==> src/rtl/inject_engine_if.sv <==
// inject_engine_if: port bundle between the ejection stage, local source and the injection stage
//   in_0..in_3        post-ejection flits (N/E/S/W), bit1=1 marks a free slot
//   inject_flit       local flit offered for injection
//   inj_bit           local push request, taken when injection_status=1
//   injection_status  FIFO-not-full ready
//   out_0..out_3      registered flits toward the routing stage
//   fifo_count        registered injection FIFO occupancy
interface inject_engine_if #(parameter int AW = 2);
  logic [31:0] in_0, in_1, in_2, in_3, inject_flit;
  logic inj_bit, injection_status;
  logic [31:0] out_0, out_1, out_2, out_3;
  logic [AW:0] fifo_count;
  modport master (
    output in_0, in_1, in_2, in_3, inject_flit, inj_bit,
    input  injection_status, out_0, out_1, out_2, out_3, fifo_count
  );
  modport slave (
    input  in_0, in_1, in_2, in_3, inject_flit, inj_bit,
    output injection_status, out_0, out_1, out_2, out_3, fifo_count
  );
endinterface

==> src/rtl/inject_engine.sv <==
// inject_engine: queues local flits and drops the head into the lowest free router slot
//   clk  clock, rst asynchronous active-high reset
//   bus  inject_engine_if.slave (slot inputs, local push, registered slot outputs, occupancy)
module inject_engine #(
  parameter int          DEPTH      = 4,
  parameter int          AW         = 2,
  parameter logic [31:0] EMPTY_FLIT = 32'h0000_0002
) (
  input logic            clk,
  input logic            rst,
  inject_engine_if.slave bus
);
  logic [31:0]   mem_q [DEPTH];
  logic [AW-1:0] rd_q, rd_d, wr_q, wr_d;
  logic [AW:0]   cnt_q, cnt_d;
  logic [31:0]   out_q [4];
  logic [31:0]   out_d [4];
  logic [31:0]   in_w [4];
  logic [31:0]   head, inj;
  logic [3:0]    free;
  logic [1:0]    sel;
  logic          push, pop;
  assign in_w[0] = bus.in_0;
  assign in_w[1] = bus.in_1;
  assign in_w[2] = bus.in_2;
  assign in_w[3] = bus.in_3;
  assign free = {in_w[3][1], in_w[2][1], in_w[1][1], in_w[0][1]};
  // ready depends only on the registered count, so a same-edge pop never frees room for a push
  assign bus.injection_status = cnt_q != (AW+1)'(DEPTH);
  assign push = bus.inj_bit & bus.injection_status;
  assign pop = (cnt_q != '0) & (|free);
  assign sel = free[0] ? 2'd0 : free[1] ? 2'd1 : free[2] ? 2'd2 : 2'd3;
  assign head = mem_q[rd_q];
  // injected flit claims the slot: free flag cleared, input-port field set to the slot index
  assign inj = {head[31:4], sel, 1'b0, head[0]};
  assign rd_d = rd_q + AW'(pop);
  assign wr_d = wr_q + AW'(push);
  assign cnt_d = cnt_q + (AW+1)'(push) - (AW+1)'(pop);
  always_comb begin
    for (int k = 0; k < 4; k++) out_d[k] = (pop && sel == 2'(k)) ? inj : in_w[k];
  end
  always_ff @(posedge clk or posedge rst) begin
    if (rst) begin
      rd_q <= '0;
      wr_q <= '0;
      cnt_q <= '0;
      for (int k = 0; k < 4; k++) out_q[k] <= EMPTY_FLIT;
    end else begin
      rd_q <= rd_d;
      wr_q <= wr_d;
      cnt_q <= cnt_d;
      for (int k = 0; k < 4; k++) out_q[k] <= out_d[k];
    end
  end
  always_ff @(posedge clk) begin
    if (push) mem_q[wr_q] <= bus.inject_flit;
  end
  assign bus.out_0 = out_q[0];
  assign bus.out_1 = out_q[1];
  assign bus.out_2 = out_q[2];
  assign bus.out_3 = out_q[3];
  assign bus.fifo_count = cnt_q;
endmodule

==> src/flat_wrapper.sv <==
// flat-port wrapper written by rule: the top's interface ports become plain ports
module inject_engine_flat 
#(
  parameter int          DEPTH      = 4,
  parameter int          AW         = 2,
  parameter logic [31:0] EMPTY_FLIT = 32'h0000_0002
)
  (clk, rst, bus_in_0, bus_in_1, bus_in_2, bus_in_3, bus_inject_flit, bus_inj_bit, bus_injection_status, bus_out_0, bus_out_1, bus_out_2, bus_out_3, bus_fifo_count);
  inject_engine_if #(.AW(AW)) bus_i ();
  input logic clk;
  input logic rst;
  input wire logic [$bits(bus_i.in_0)-1:0] bus_in_0;
  input wire logic [$bits(bus_i.in_1)-1:0] bus_in_1;
  input wire logic [$bits(bus_i.in_2)-1:0] bus_in_2;
  input wire logic [$bits(bus_i.in_3)-1:0] bus_in_3;
  input wire logic [$bits(bus_i.inject_flit)-1:0] bus_inject_flit;
  input wire logic [$bits(bus_i.inj_bit)-1:0] bus_inj_bit;
  output wire logic [$bits(bus_i.injection_status)-1:0] bus_injection_status;
  output wire logic [$bits(bus_i.out_0)-1:0] bus_out_0;
  output wire logic [$bits(bus_i.out_1)-1:0] bus_out_1;
  output wire logic [$bits(bus_i.out_2)-1:0] bus_out_2;
  output wire logic [$bits(bus_i.out_3)-1:0] bus_out_3;
  output wire logic [$bits(bus_i.fifo_count)-1:0] bus_fifo_count;
  assign bus_i.in_0 = bus_in_0;
  assign bus_i.in_1 = bus_in_1;
  assign bus_i.in_2 = bus_in_2;
  assign bus_i.in_3 = bus_in_3;
  assign bus_i.inject_flit = bus_inject_flit;
  assign bus_i.inj_bit = bus_inj_bit;
  assign bus_injection_status = bus_i.injection_status;
  assign bus_out_0 = bus_i.out_0;
  assign bus_out_1 = bus_i.out_1;
  assign bus_out_2 = bus_i.out_2;
  assign bus_out_3 = bus_i.out_3;
  assign bus_fifo_count = bus_i.fifo_count;
  inject_engine #(.DEPTH(DEPTH), .AW(AW), .EMPTY_FLIT(EMPTY_FLIT)) u_core (.clk(clk), .rst(rst), .bus(bus_i));
endmodule
==> config.mk <==
export PLATFORM = sky130hd
export DESIGN_NAME = inject_engine_flat
export DESIGN_NICKNAME = d
export VERILOG_FILES = /design/src/rtl/inject_engine_if.sv /design/src/rtl/inject_engine.sv /design/src/flat_wrapper.sv
export SDC_FILE = /design/constraint.sdc
export NUM_CORES = 1
export LEC_CHECK = 0
export BUFFER_PORTS_ARGS = -buffer_cell sky130_fd_sc_hd__buf_2
export CORE_ASPECT_RATIO = 0.6
export CORE_MARGIN = 4
export CORE_UTILIZATION = 40
export CTS_CLUSTER_DIAMETER = 120
export DETAILED_ROUTE_END_ITERATION = 16
export PLACE_DENSITY = 0.65
export SLEW_MARGIN = 20
export SYNTH_ARGS = -nofsm -noshare
export SYNTH_HDL_FRONTEND = slang
export SYNTH_SLANG_ARGS = --single-unit
==> constraint.sdc <==
create_clock -name clk -period 4.8 [get_ports clk]
set_input_delay 0.48 -clock clk [delete_from_list [all_inputs] [get_ports clk]]
set_output_delay 0.48 -clock clk [all_outputs]
set_load 0.02 [all_outputs]
==> parameters.txt <==
Parameter                              Value

Synth
  Count of yosys warnings during synthesis ... 0
  Synth async-reset ratio ... 0.538
  Mapped Avg Cell Area ... 20.4 sq um
  Multiplexer share of the synthesized area ... 0.221
  Cells after Synth ... 459
  Synthesized flop and latch total ... between 200 and 300
  Synth top cells by count ... sky130_fd_sc_hd__dfrtp_1 (131), sky130_fd_sc_hd__edfxtp_1 (116), sky130_fd_sc_hd__mux2_2 (89)
  XOR/XNOR Fraction of Synth Area ... 0.00468
  Count of different cell masters after synthesis ... 32
  Synth Flop Type ... sky130_fd_sc_hd__dfrtp_1
  Net Count, Synth ... around 630
  Arithmetic-cell share of the synthesized area counting full adders, half adders and majority gates ... 0.00481
  Synth top area cells ... sky130_fd_sc_hd__edfxtp_1 (37%), sky130_fd_sc_hd__dfrtp_1 (35%), sky130_fd_sc_hd__mux2_2 (11%), sky130_fd_sc_hd__mux4_2 (7.0%), sky130_fd_sc_hd__mux2_4 (4.3%)
  Synth Area in Simple Gates ... 0.0179
  Leading cell type by number of instances after synthesis ... sky130_fd_sc_hd__dfrtp_1
  EDFF count, synth ... 116
  Area share of the largest cell type after synthesis ... 0.372
  Share of the synthesized area in compound gates (AO/OA/AOI/OAI) ... 0.000802
  Sequential share of the synthesized area ... 0.733
  Cell accounting for the most synthesized area ... sky130_fd_sc_hd__edfxtp_1
  Main combinational cell family by area after synthesis ... multiplexers
  Summed instance area of the synthesized netlist ... 9370 sq um

Place
  Cells after DPL ... 1051
  Final weighted congestion in routability-driven placement ... 0.753
  HPWL Detailed ... 14900 um
  Count of buffers inserted at the top-level ports ... 291
  Area after detailed placement ... 11100 sq um

Outcome
  Result of the run ... complete, no violations

Clock tree
  Hold bufs inserted after CTS ... 0
  Clock transition at the registers of the reported paths ... 0.07 ns
  Post CTS Setup Buffer Count ... 0
  Maximum number of buffers from clock root to sink ... 3
  Inserted Clock Buffers ... 24
  Depth of the CTS H-tree ... 1
  Number of clock sinks ... roughly 250
  Insertion delay of the later-clocked pin in the worst-skew pair ... 0.51 ns
  Clock root buffer ... sky130_fd_sc_hd__clkbuf_16
  Count of instances resized after the clock tree is built ... 0
  CTS tree ... yes

Routing
  Residual DRC ... 0
  Routed via count ... between 5000 and 6000
  Post-route antenna net violation count ... 0
  Number of iterations in the first detailed-routing pass ... 4
  Via density per instance ... around 4.7
  Routed length per placed instance ... 20.1 um
  Number of violations reported at the end of detailed-routing iteration 0 ... 225
  Total routed wirelength ... between 20000 and 25000 um

Power and ir drop
  Switching share of power ... 0.296
  Total power divided by cell area ... 588 nW/um^2
  Leak ... 5.17 nW
  Clock power share ... 0.316
  Worst voltage drop across the vdd grid ... 289 uV
  Internal power ... 0.00502 W
  Proportion of power drawn by flip-flops and latches ... 0.416
  Switching power ... 0.00211 W
  Combinational share of power ... 0.268

Worst setup path
  Logic depth of the worst register-to-register path ... 4
  Endpoint of the worst-slack reg-to-reg timing path ... u_core.bus.out_3[21]
  Critical-path cell list ... or3_1, nand4b_1, buf_4, mux2_2
  Slowest stage cell, crit path ... sky130_fd_sc_hd__or3_1
  R2R Setup Slk ... 2.25 ns
  Kind of end point of the critical path ... flop
  Buffers plus inverters on the worst setup path ... 1
  Worst endpoint required time ... about 5.2 ns
  Largest delay share family, worst path ... simple AND/OR/NAND/NOR gates
  Startpoint Class ... flop
  Delay of the slowest cell on the worst path ... 0.55 ns
  Arrival time of the worst setup path ... around 3.0 ns
  Crit path max fanout ... 24
  Category of the most critical setup path ... reg -> reg
  R2R Path Start ... u_core.bus.fifo_count[1]

Cells and area
  Antenna diode instance count ... 0
  Synth-to-Final Area Change ... 29.5%
  Share of final-layout standard cells stronger than drive strength 1 ... 0.642
  Post-route core utilization ... 0.525
  Design Area, Final ... approximately 12000 sq um
  Final Instance Count excl. Fillers ... between 1000 and 1500
  Net total in the final layout ... 928

Timing
  # setup viols final ... 0
  Final-report hold violation count ... 0
  Transition time of the tightest slew-check pin ... 1.02 ns
  Final worst-path cycle share ... 0.532
  Unrepaired setup endpoints after global routing ... no
  Maximum operating frequency ... about 390 MHz
  Final number of max-transition violations ... 0
  Worst slew margin relative to its limit ... 0.319
  Sum Neg Setup Slack ... 0 ns
  Worst-case clock skew ... 0.0176 ns
  Smallest hold slack ... ~0.17 ns
  Final min period ... approximately 2.6 ns

Die
  Placeable core region ... ~23000 sq um
  Overall die area ... 26000 sq um
  Horizontal die dimension ... 206 um
  Top-level I/O count ... 295
  Initial Utilization ... 0.406
  Die Ht ... 127 um
  Number of placement rows ... 43

Global routing
  Antenna violations before repair ... 0
  Vias in the first global route ... between 5000 and 6000
  Overall fraction of global-route tracks in use ... 0.166
  Wire length of the first global-routing pass ... roughly 34000 um
  Pin count of the biggest net entering global routing ... 97
  Overflow left after global routing ... 0

Flow run
  Number of maximum-capacitance constraint violations ... 0

Worst hold path
  Hold WC Path Type ... in -> async
==> how the worst max path moves through the flow <==
stage / slack, ns / cells past startpoint / start / endpoint
final: 2.25 / 4 / u_core.bus.fifo_count[1] / u_core.bus.out_3[21]
after global routing: 2.09 / 4 / u_core.bus.fifo_count[1] / u_core.bus.out_3[30]
after CTS: 2.17 / 3 / u_core.bus.fifo_count[1] / u_core.bus.out_2[20]
after detailed placement: 2.18 / 3 / u_core.bus.fifo_count[1] / u_core.bus.out_2[20]
after global placement: 2.30 / 4 / u_core.bus.fifo_count[1] / u_core.bus.out_3[20]
after floorplan: 0.72 / 1 / rst / u_core.bus.fifo_count[0]
==> metal layers <==
metal / vias up / global-route usage / part of all wire / wire [um]
met5: - / 0 / 0 / 0
met4: 0 / 0.0327 / 0.019 / 420
met3: 39 / 0.0429 / 0.077 / 1700
met2: 191 / 0.255 / 0.45 / 9960
met1: 2637 / 0.244 / 0.45 / 9950
li1: 2329 / - / - / -
==> registers in the layout, indices dropped and copies added (netlist names) <==
name / cells
u_core.bus.fifo_count: 3
u_core.bus.out_0: 32
u_core.bus.out_1: 32
u_core.bus.out_2: 32
u_core.bus.out_3: 32
u_core.mem_q: 116
u_core.rd_q: 2
u_core.wr_q: 2
==> cell type report <==
class	instances	area [sq um]
clock inverter	15	290
fill	1863	11000
clock buffer	28	679
sequential	251	6870
inverter	5	23.8
timing repair buffer	297	1500
multi-input combinational	183	2370
tap	315	394
==> power groups by stage <==
stage	logic [W]	clock network, W	registers (W)
after detailed placement	0.00194	0	0.00301
after global routing	0.00207	0.00240	0.00302
after global placement	0.00189	0	0.00299
after CTS	0.00194	0.00231	0.00298
after floorplan	0.00102	0	0.00326
final	0.00191	0.00225	0.00297
==> per-stage QoR <==
stage	total power, W	setup slack, ns
3_3_place_gp	0.00487	2.30
2_1_floorplan	0.00427	0.716
5_1_grt	0.00748	2.09
4_1_cts	0.00723	2.17
6_report	0.00713	2.25
3_5_place_dp	0.00495	2.18
==> cell usage in the layout, fill, tap and decap left out, types with 2 or more instances in the layout <==
cell,count
sky130_fd_sc_hd__edfxtp_1,116
sky130_fd_sc_hd__nor3b_2,2
sky130_fd_sc_hd__inv_6,2
sky130_fd_sc_hd__buf_4,6
sky130_fd_sc_hd__dfrtp_1,129
sky130_fd_sc_hd__mux4_2,29
sky130_fd_sc_hd__inv_1,4
sky130_fd_sc_hd__and2_1,4
sky130_fd_sc_hd__xnor2_1,4
sky130_fd_sc_hd__nand2_1,3
sky130_fd_sc_hd__mux2_2,89
sky130_fd_sc_hd__dfrtp_2,2
sky130_fd_sc_hd__bufinv_16,8
sky130_fd_sc_hd__nand2b_1,3
sky130_fd_sc_hd__nor2_1,3
sky130_fd_sc_hd__mux2_4,27
sky130_fd_sc_hd__nor2b_1,2
sky130_fd_sc_hd__clkinv_2,2
sky130_fd_sc_hd__clkinvlp_4,3
sky130_fd_sc_hd__dfstp_2,4
sky130_fd_sc_hd__clkbuf_16,27
sky130_fd_sc_hd__ha_1,2
sky130_fd_sc_hd__buf_2,291
==> cells by family after synthesis <==
family                   Yosys count
AO/OA/AOI/OAI                      1
buffers and inverters             25
XOR/XNOR                           5
adder cells (fa/ha/maj)            3
AND/OR/NAND/NOR                   28
multiplexers                     146
flip-flops                       251
(Power assumes the default switching activity.)
